==> config.mk <==
export PLATFORM = sky130hd
export DESIGN_NAME = alm_mac_drain_flat
export DESIGN_NICKNAME = d
export VERILOG_FILES = /design/src/rtl/alm_mac_drain_if.sv /design/src/rtl/alm_mac_drain.sv /design/src/flat_wrapper.sv
export SDC_FILE = /design/constraint.sdc
export NUM_CORES = 1
export LEC_CHECK = 0
export CAP_MARGIN = 10
export CORE_ASPECT_RATIO = 1.1
export CORE_MARGIN = 4
export CORE_UTILIZATION = 53
export CTS_BUF_LIST = sky130_fd_sc_hd__clkbuf_4 sky130_fd_sc_hd__clkbuf_8 sky130_fd_sc_hd__clkbuf_16
export CTS_CLUSTER_SIZE = 8
export DETAILED_ROUTE_END_ITERATION = 10
export MAX_ROUTING_LAYER = met4
export PLACE_DENSITY = 0.84
export SLEW_MARGIN = 30
export SYNTH_ARGS = -nofsm -noshare
export SYNTH_HDL_FRONTEND = slang
export SYNTH_SLANG_ARGS = --single-unit
==> constraint.sdc <==
create_clock -name clk -period 7.2 [get_ports clk]
set_input_delay 0.72 -clock clk [delete_from_list [all_inputs] [get_ports clk]]
set_output_delay 0.72 -clock clk [all_outputs]
set_load 0.1 [all_outputs]
==> src/rtl/alm_mac_drain_if.sv <==
// ---------------------------------------------------------------------------
// alm_mac_drain_if
// Bundles the MAC-side issue/accumulator signals and the requantised
// result stream of the ALM MAC drain stage.
//   mac_valid  : operand pair issued to the MAC this cycle
//   in_ready   : upstream may issue
//   acc_en     : MAC control, 0 = load product, 1 = accumulate
//   result     : 27-bit signed MAC accumulator
//   shamt      : requant right-shift amount
//   out_data   : requantised signed 8-bit dot product (FIFO head)
//   out_valid  : FIFO non-empty
//   out_ready  : consumer accepts the head
// master = producer/consumer environment, slave = drain stage.
// ---------------------------------------------------------------------------
interface alm_mac_drain_if;
    logic               mac_valid;
    logic               in_ready;
    logic               acc_en;
    logic signed [26:0] result;
    logic        [4:0]  shamt;
    logic signed [7:0]  out_data;
    logic               out_valid;
    logic               out_ready;

    modport master (
        output mac_valid, result, shamt, out_ready,
        input  in_ready, acc_en, out_data, out_valid
    );

    modport slave (
        input  mac_valid, result, shamt, out_ready,
        output in_ready, acc_en, out_data, out_valid
    );
endinterface

==> src/rtl/alm_mac_drain.sv <==
// ---------------------------------------------------------------------------
// alm_mac_drain
// Drain stage for the 8-bit ALM MAC. Counts issued operand pairs, drives
// acc_en so every DOT_LEN products form one dot product, captures the
// accumulator MAC_LAT cycles after the last issue, requantises it to signed
// 8 bit (arithmetic shift, optional rounding, saturation) and queues it in a
// FIFO. Group starts are credit-gated so a finished result is never dropped.
//
// Ports:
//   clk      : clock, rising edge
//   reset    : asynchronous active-high reset
//   bus      : alm_mac_drain_if.slave (issue, MAC accumulator, result stream)
//   sat_clr  : synchronous clear of sat_flag
//   sat_flag : sticky, set when any result saturated
//
// Build option: define ALM_DRAIN_ROUND_EN for round-half-up before the shift;
// undefined gives a plain floor shift and no rounding adder.
// ---------------------------------------------------------------------------
module alm_mac_drain #(
    parameter int unsigned DOT_LEN    = 4,
    parameter int unsigned MAC_LAT    = 1,
    parameter int unsigned FIFO_DEPTH = 4
) (
    input  logic              clk,
    input  logic              reset,
    alm_mac_drain_if.slave    bus,
    input  logic              sat_clr,
    output logic              sat_flag
);
    localparam int unsigned CNT_W = (DOT_LEN > 1) ? $clog2(DOT_LEN) : 1;
    localparam int unsigned PTR_W = $clog2(FIFO_DEPTH);
    localparam int unsigned OCC_W = PTR_W + 1;
    localparam int unsigned SUM_W = OCC_W + 1;
    localparam logic [CNT_W-1:0] CNT_LAST = CNT_W'(DOT_LEN - 1);

    logic [CNT_W-1:0]   cnt;
    logic               issue_c;
    logic               last_c;
    logic [MAC_LAT-1:0] tok;

    logic               cap_v;
    logic signed [26:0] cap_res;
    logic        [4:0]  cap_sh;

    logic signed [27:0] wide_c;
    logic signed [7:0]  rq_next_c;
    logic               rq_sat_c;
    logic               rq_v;
    logic signed [7:0]  rq_data;

    logic signed [7:0]  mem [FIFO_DEPTH];
    logic [PTR_W-1:0]   wr_ptr;
    logic [PTR_W-1:0]   rd_ptr;
    logic [OCC_W-1:0]   fcount;
    logic [OCC_W-1:0]   inflight;
    logic [SUM_W-1:0]   occ_c;
    logic               wr_c;
    logic               rd_c;

    // Issue accounting and credit gate: only a group start can be refused.
    assign issue_c      = bus.mac_valid && bus.in_ready;
    assign last_c       = issue_c && (cnt == CNT_LAST);
    assign occ_c        = SUM_W'(fcount) + SUM_W'(inflight);
    assign bus.in_ready = (cnt != '0) || (occ_c < SUM_W'(FIFO_DEPTH));
    assign bus.acc_en   = (cnt != '0);

    assign wr_c          = rq_v;
    assign rd_c          = bus.out_valid && bus.out_ready;
    assign bus.out_valid = (fcount != '0);
    assign bus.out_data  = mem[rd_ptr];

    // Product index within the current dot product.
    always_ff @(posedge clk or posedge reset) begin
        if (reset) begin
            cnt <= '0;
        end else if (issue_c) begin
            cnt <= (cnt == CNT_LAST) ? '0 : cnt + CNT_W'(1);
        end
    end

    // Token pipe matching the MAC latency; top bit marks "result is final".
    always_ff @(posedge clk or posedge reset) begin
        if (reset) begin
            tok <= '0;
        end else begin
            tok <= MAC_LAT'({tok, last_c});
        end
    end

    // Capture accumulator and shift amount when the token emerges.
    always_ff @(posedge clk or posedge reset) begin
        if (reset) begin
            cap_v   <= 1'b0;
            cap_res <= '0;
            cap_sh  <= '0;
        end else begin
            cap_v <= tok[MAC_LAT-1];
            if (tok[MAC_LAT-1]) begin
                cap_res <= bus.result;
                cap_sh  <= bus.shamt;
            end
        end
    end

    // Requantise: shift (optionally rounded) then clip to signed 8 bit.
    always_comb begin
        wide_c    = 28'(cap_res);
        rq_next_c = '0;
        rq_sat_c  = 1'b0;
`ifdef ALM_DRAIN_ROUND_EN
        // A half-LSB of 2^27 or more always exceeds |result|, so the rounded
        // quotient is 0; this also keeps the offset inside 28 bits.
        if (cap_sh > 5'd27) begin
            wide_c = '0;
        end else begin
            if (cap_sh != 5'd0) begin
                wide_c = wide_c + (28'sd1 <<< (cap_sh - 5'd1));
            end
            wide_c = wide_c >>> cap_sh;
        end
`else
        wide_c = wide_c >>> cap_sh;
`endif
        if (wide_c > 28'sd127) begin
            rq_next_c = 8'h7F;
            rq_sat_c  = 1'b1;
        end else if (wide_c < -28'sd128) begin
            rq_next_c = 8'h80;
            rq_sat_c  = 1'b1;
        end else begin
            rq_next_c = wide_c[7:0];
        end
    end

    always_ff @(posedge clk or posedge reset) begin
        if (reset) begin
            rq_v    <= 1'b0;
            rq_data <= '0;
        end else begin
            rq_v <= cap_v;
            if (cap_v) begin
                rq_data <= rq_next_c;
            end
        end
    end

    // Sticky saturation flag; a new saturation wins over a clear.
    always_ff @(posedge clk or posedge reset) begin
        if (reset) begin
            sat_flag <= 1'b0;
        end else if (cap_v && rq_sat_c) begin
            sat_flag <= 1'b1;
        end else if (sat_clr) begin
            sat_flag <= 1'b0;
        end
    end

    // Groups whose last issue is accepted but not yet written to the FIFO.
    always_ff @(posedge clk or posedge reset) begin
        if (reset) begin
            inflight <= '0;
        end else begin
            case ({last_c, wr_c})
                2'b10:   inflight <= inflight + OCC_W'(1);
                2'b01:   inflight <= inflight - OCC_W'(1);
                default: inflight <= inflight;
            endcase
        end
    end

    // Output FIFO storage and pointers (power-of-two depth, natural wrap).
    always_ff @(posedge clk or posedge reset) begin
        if (reset) begin
            for (int i = 0; i < int'(FIFO_DEPTH); i++) begin
                mem[i] <= '0;
            end
            wr_ptr <= '0;
            rd_ptr <= '0;
            fcount <= '0;
        end else begin
            if (wr_c) begin
                mem[wr_ptr] <= rq_data;
                wr_ptr      <= wr_ptr + PTR_W'(1);
            end
            if (rd_c) begin
                rd_ptr <= rd_ptr + PTR_W'(1);
            end
            case ({wr_c, rd_c})
                2'b10:   fcount <= fcount + OCC_W'(1);
                2'b01:   fcount <= fcount - OCC_W'(1);
                default: fcount <= fcount;
            endcase
        end
    end
endmodule

==> src/flat_wrapper.sv <==
// flat-port wrapper written by rule: the top's interface ports become plain ports
module alm_mac_drain_flat 
#(
    parameter int unsigned DOT_LEN    = 4,
    parameter int unsigned MAC_LAT    = 1,
    parameter int unsigned FIFO_DEPTH = 4
)
  (clk, reset, sat_clr, sat_flag, bus_mac_valid, bus_result, bus_shamt, bus_out_ready, bus_in_ready, bus_acc_en, bus_out_data, bus_out_valid);
  alm_mac_drain_if bus_i ();
  input  logic clk;
  input  logic reset;
  input  logic sat_clr;
  output logic sat_flag;
  input wire logic [$bits(bus_i.mac_valid)-1:0] bus_mac_valid;
  input wire logic [$bits(bus_i.result)-1:0] bus_result;
  input wire logic [$bits(bus_i.shamt)-1:0] bus_shamt;
  input wire logic [$bits(bus_i.out_ready)-1:0] bus_out_ready;
  output wire logic [$bits(bus_i.in_ready)-1:0] bus_in_ready;
  output wire logic [$bits(bus_i.acc_en)-1:0] bus_acc_en;
  output wire logic [$bits(bus_i.out_data)-1:0] bus_out_data;
  output wire logic [$bits(bus_i.out_valid)-1:0] bus_out_valid;
  assign bus_i.mac_valid = bus_mac_valid;
  assign bus_i.result = bus_result;
  assign bus_i.shamt = bus_shamt;
  assign bus_i.out_ready = bus_out_ready;
  assign bus_in_ready = bus_i.in_ready;
  assign bus_acc_en = bus_i.acc_en;
  assign bus_out_data = bus_i.out_data;
  assign bus_out_valid = bus_i.out_valid;
  alm_mac_drain #(.DOT_LEN(DOT_LEN), .MAC_LAT(MAC_LAT), .FIFO_DEPTH(FIFO_DEPTH)) u_core (.clk(clk), .reset(reset), .bus(bus_i), .sat_clr(sat_clr), .sat_flag(sat_flag));
endmodule
# Yosys cells after proc, flatten, opt, wreduce, memory -nomap -nowiden
# Cells that the tools add are included.
[word_totals]
ff_bits = 88
[op_classes]
bitwise = 2
order_cmp = 6
n_eq_ne = 5
n_reduce_logical = 11
n_shift = 1
n_mux = 15
add_sub_neg = 8
[op_table]
columns = ["op", "n"]
rows = [
  ["2-to-1 mux 8 bit", 5],
  ["bitwise mux 32 bit", 1],
  ["> comparator 28 x 8 -> 1 bit (second input constant)", 1],
  ["less-than comparator 28 x 8 -> 1 bit (second input constant)", 1],
  [">>> shifter 27 x 5 -> 28 bit", 1],
  ["binary-select mux 8 bit (select 2 bit)", 1],
  ["demux 8 bit (select 2 bit)", 1],
  ["one-hot mux 3 bit (2 select lines)", 2],
  ["nonzero test 2 bit", 4],
  ["adder 2 x 1 -> 2 bit (second input constant)", 3],
  ["adder 3 x 1 -> 3 bit (second input constant)", 2],
  ["== test 2 bit (second input constant)", 3],
  ["greater-or-equal comparator 3 bit (second input constant)", 2],
  ["inverter 2 -> 3 bit", 2],
  ["subtractor 3 x 1 -> 3 bit (second input constant)", 2],
  ["logical AND 1 bit", 5],
  ["adder 3 x 3 -> 4 bit", 1],
  ["== test 2 x 1 -> 1 bit (second input constant)", 2],
  ["less-than comparator 4 x 3 -> 1 bit (second input constant)", 1],
  ["2-to-1 mux 1 bit", 4],
  ["less-than comparator 3 x 1 -> 1 bit (second input constant)", 1],
  ["nonzero test 3 bit", 1],
  ["2-to-1 mux 2 bit", 1],
  ["logical OR 1 bit", 1],
]

# Depth between registers and ports, before layout
[logic_depth]
ltp_word = 7
ltp_mapped = 12
depth_no_buf = 10

# Worst setup path before layout
# OpenSTA, ideal clock, no wires.
[synth_path]
path_type = "register to register"
startpoint = "register u_core.inflight[1]"
endpoint = "register u_core.inflight[1]"
t_arrival_ps = 5320
slack_ps = 1797
required_ps = 7117
path_stages_with_launch = 9
n_path_buf = 0
synth_period_minus_slack_ps = 5403
path_cell_list = "dfrtp_1 > ha_1 > and3_1 > o41ai_1 > nand3_1 > ha_1 > inv_1 > fa_1 > o21ai_0"
[synth_between]
elab_chain_len = 7
[synth_lines]
columns = ["element", "line", "source"]
rows = [
  ["start: declaration", "alm_mac_drain.sv:55", "logic [OCC_W-1:0] inflight;"],
  ["start signal: assignment", "alm_mac_drain.sv:164", "2'b10: inflight <= inflight + OCC_W'(1);"],
  ["start signal: assignment", "alm_mac_drain.sv:165", "2'b01: inflight <= inflight - OCC_W'(1);"],
  ["start signal: assignment", "alm_mac_drain.sv:166", "default: inflight <= inflight;"],
  ["adder 3 x 3 -> 4 bit (*)", "alm_mac_drain.sv:63", "assign occ_c = SUM_W'(fcount) + SUM_W'(inflight);"],
  ["less-than comparator 4 x 3 -> 1 bit (*)", "alm_mac_drain.sv:64", "assign bus.in_ready = (cnt != '0) || (occ_c < SUM_W'(FIFO_DEPTH));"],
  ["logical OR 1 bit (*)", "alm_mac_drain.sv:64", ""],
  ["net bus_in_ready", "flat_wrapper.sv:18", "output wire logic [$bits(bus_i.in_ready)-1:0] bus_in_ready;"],
  ["logical AND 1 bit (*)", "alm_mac_drain.sv:61", "assign issue_c = bus.mac_valid && bus.in_ready;"],
  ["logical AND 1 bit (*)", "alm_mac_drain.sv:62", "assign last_c = issue_c && (cnt == CNT_LAST);"],
  ["== test 2 x 1 -> 1 bit or == test 2 bit (tied branches)", "alm_mac_drain.sv:163", "case ({last_c, wr_c})"],
  ["one-hot mux 3 bit (2 select lines) or nonzero test 2 bit (tied branches)", "--", ""],
]
# The timed path passes the listed nets; every way through them passes the cells marked *.
# A chain may end at the register's enable or synchronous reset.

# Final worst setup path
[layout_path]
startpoint = "register u_core.cap_sh[1]"
endpoint = "register u_core.rq_data[2]"
[layout_between]
elab_chain_len = 4
[layout_lines]
columns = ["element", "line", "source"]
rows = [
  ["start: declaration", "alm_mac_drain.sv:43", "logic [4:0] cap_sh;"],
  ["start signal: assignment", "alm_mac_drain.sv:100", "cap_sh <= bus.shamt;"],
  [">>> shifter 27 x 5 -> 28 bit (*)", "alm_mac_drain.sv:122", "wide_c = wide_c >>> cap_sh;"],
  ["less-than comparator 28 x 8 -> 1 bit", "alm_mac_drain.sv:127", "end else if (wide_c < -28'sd128) begin"],
  ["2-to-1 mux 8 bit", "alm_mac_drain.sv:127", ""],
  ["2-to-1 mux 8 bit (*)", "alm_mac_drain.sv:124", "if (wide_c > 28'sd127) begin"],
  ["end signal: assignment", "alm_mac_drain.sv:142", "rq_data <= rq_next_c;"],
  ["end: declaration", "alm_mac_drain.sv:49", "logic signed [7:0] rq_data;"],
]
# Every way passes the cells marked *; elsewhere a longest branch is shown, timed or not.

==> metrics.txt <==
number of diodes=0; outcome=complete, no violations; maximum fanout encountered on the critical timing path=33; cell type with the largest total area after synthesis=sky130_fd_sc_hd__dfrtp_1; final-report hold violation count=0; area growth from synthesis to layout=13.6%; compound-gate portion of the synthesized area=7.20%; leading register cell type out of synthesis=sky130_fd_sc_hd__dfrtp_1; final critical-path share of the clock period=51.8%; Async S/R FF share, synth=100%; maximum number of pins on one net before global-route repair=89; TritonCTS clock tree=built; simple-gate share of the synthesized area=8.37%; horizontal die dimension=105 um; Total GRT Usage=21.0%; area share of xor/xnor cells in the synthesized design=1.43%; total wire length after detailed routing=11.6 mm; clock buffer count from CTS=9; largest clock skew in the final design=0.00690 ns; number of synthesized register bits=88; endpoint of the lowest-slack register-to-register path=u_core.rq_data[2]; count of nets after finishing=531; class of the tightest hold or removal check=flop to flop; total of max-cap violations=0; endpoint of the worst hold-timing path=u_core.inflight[2]; cell depth of the worst min-delay path=1; Worst R2R Setup Slack=3.47 ns; fraction of layout instances using a drive strength above 1=27.7%; TNS Setup=0 ns; clock tree root driver cell=sky130_fd_sc_hd__clkbuf_8; area of the core=10,000 sq um; maximum operating frequency=268 MHz; synthesized-area fraction occupied by adder cells=2.99%; Worst Reg2Reg Path Length in Cells=8; number of buffers inserted to repair setup after CTS=0; largest family of logic cells by synthesized area=multiplexers; I/O pins=49; buffer levels on the longest clock path=2; post-DR wirelength/cell=18.5 um; share of the synthesized area in the top cell type=39.8%; initial cell density of the core=55.1%; startpoint types=flop; post-CTS resize count=0; routability congestion estimate from global placement=0.885; DR pass1 iterations=4; worst path arrival time=3.95 ns; DRC marker count from the first detailed-route iteration=188; Reg clk slew, reported paths=0.09 ns; max_slew headroom=35.2%; Synth Net Count=498; Clk Latency, worst-skew pair=0.35 ns; Worst Setup Path Type=flop to flop; antenna violations before repair=0; fraction of the yosys area taken by sequential cells=39.8%; final setup vio count=0; final period demand of the worst path=3.73 ns; vias in the first global route=4,084; cell count after synthesis=449; die area=12,100 sq um; crit path capture type=flop; via count normalized by instance count=6.09; Req. time, crit path=7.42 ns; transition time of the tightest slew-check pin=0.969 ns; Detailed Place HPWL=8.27 mm; # DRC=0; total gr overflow=0; port bufs=48; critical hold path startpoint=u_core.inflight[2]; proportion of synthesized area in mux cells=36.2%; Commonest cells post-synth=88 x sky130_fd_sc_hd__dfrtp_1, 71 x sky130_fd_sc_hd__mux2_2, 36 x sky130_fd_sc_hd__mux4_2; Vias=3,816; number of enable flip-flop cells after synthesis=0; global-route wire length before repair=20.1 mm; Synthesis Warnings=0; number of distinct library cells after synthesis=51; top-count cell post-synth=sky130_fd_sc_hd__dfrtp_1; post-route core utilization=62.6%; Post-CTS Hold Buffers=0; ranking of synthesized cells by area=sky130_fd_sc_hd__dfrtp_1 40%, sky130_fd_sc_hd__mux4_2 15%, sky130_fd_sc_hd__mux2_2 14%, sky130_fd_sc_hd__mux2i_1 4.7%, sky130_fd_sc_hd__mux4_1 2.4%; unrepaired setup endpoints after global routing=no; deepest level of the CTS H-tree=3; cell row count=38; # clock sinks=88; count of nets left with antenna violations after detail routing=0; Mapped Area=5530 sq um; Die Y-Extent=115 um; Reg-to-Reg Start=u_core.cap_sh[1]; mean area per synthesized cell=12.3 sq um; number of max-slew violations in the final report=0
-- state kept, by name (all words and copies together) (netlist names), 2 cells and up --
name	flops
u_core.mem	32
u_core.cap_res	27
u_core.rq_data	8
u_core.cap_sh	5
u_core.fcount	3
u_core.inflight	3
u_core.cnt	2
u_core.rd_ptr	2
u_core.wr_ptr	2
-- metrics by stage --
step	cells	setup slack (ns)	hold slack, ns	instance area (sq um)
final	627	3.47	0.485	6280
after global routing	627	3.25	0.511	6280
after CTS	627	3.49	0.486	6280
after detailed placement	611	3.51	0.470	6070
after global placement	611	3.61	0.465	6070
after floorplan	449	1.80	0.352	5530
-- cell usage in the layout (no fill, tap or decap), types with 5 or more instances in the layout --
master and count:
sky130_fd_sc_hd__nor3_1 9, sky130_fd_sc_hd__o21ai_0 12, sky130_fd_sc_hd__nand3_1 10, sky130_fd_sc_hd__mux4_2 36, sky130_fd_sc_hd__clkdlybuf4s50_1 48, sky130_fd_sc_hd__dfrtp_1 86
sky130_fd_sc_hd__mux2_2 71, sky130_fd_sc_hd__xor2_1 6, sky130_fd_sc_hd__ha_1 10, sky130_fd_sc_hd__clkbuf_8 11, sky130_fd_sc_hd__mux4_1 5, sky130_fd_sc_hd__inv_1 17
sky130_fd_sc_hd__nor2_1 31, sky130_fd_sc_hd__mux2i_1 26, sky130_fd_sc_hd__a21oi_1 15, sky130_fd_sc_hd__nand2_1 20
-- cell families (layout without fill, tap and decap cells) --
kind of cell | count (synthesis) | after routing
buffers and inverters | 48 | 86
DFF | 88 | 88
adders and majority gates | 12 | 12
AOI/OAI and AO/OA | 59 | 59
xor gates and xnor gates | 9 | 9
and+or+nand+nor | 95 | 95
muxes | 138 | 138
-- area by class of cell --
cell class                 count  area, sq um
fill                         792         3750
multi-input combinational    313         3110
sequential                    88         2210
timing repair buffer          52          514
tap                          140          175
clock buffer                  12          159
inverter                      18         68.8
clock inverter                 4         52.6
-- critical path, cell delays in order (launching register included) --
cell	delay, ns
sky130_fd_sc_hd__dfrtp_2	0.73
sky130_fd_sc_hd__buf_4	0.49
sky130_fd_sc_hd__mux4_1	0.60
sky130_fd_sc_hd__mux2_2	0.29
sky130_fd_sc_hd__o22a_1	0.19
sky130_fd_sc_hd__or3_1	0.36
sky130_fd_sc_hd__o41a_1	0.47
sky130_fd_sc_hd__nor3b_4	0.33
sky130_fd_sc_hd__a21oi_1	0.12
-- routing by layer --
metal	wire length, um	vias to the layer above	part of all wire [%]	track usage [%]
met2	6010	113	52	36.5
li1	-	1748	-	-
met3	525	19	4.5	2.92
met4	212	0	1.8	6.12
met5	0	-	0	-
met1	4870	1936	42	25.8
-- worst max path at each step --
stage                       startpoint                 end  slack, ns  cells past startpoint
floorplan           u_core.inflight[1]  u_core.inflight[1]       1.80                      8
global placement      u_core.cap_sh[1]   u_core.rq_data[6]       3.61                      8
detailed placement    u_core.cap_sh[1]   u_core.rq_data[2]       3.51                      8
CTS                   u_core.cap_sh[1]   u_core.rq_data[2]       3.49                      8
global route          u_core.cap_sh[1]   u_core.rq_data[3]       3.25                      8
finish                u_core.cap_sh[1]   u_core.rq_data[2]       3.47                      8
Power is not shown: default switching activity piles up to over one toggle a cycle in this logic, so the estimate is an artifact.
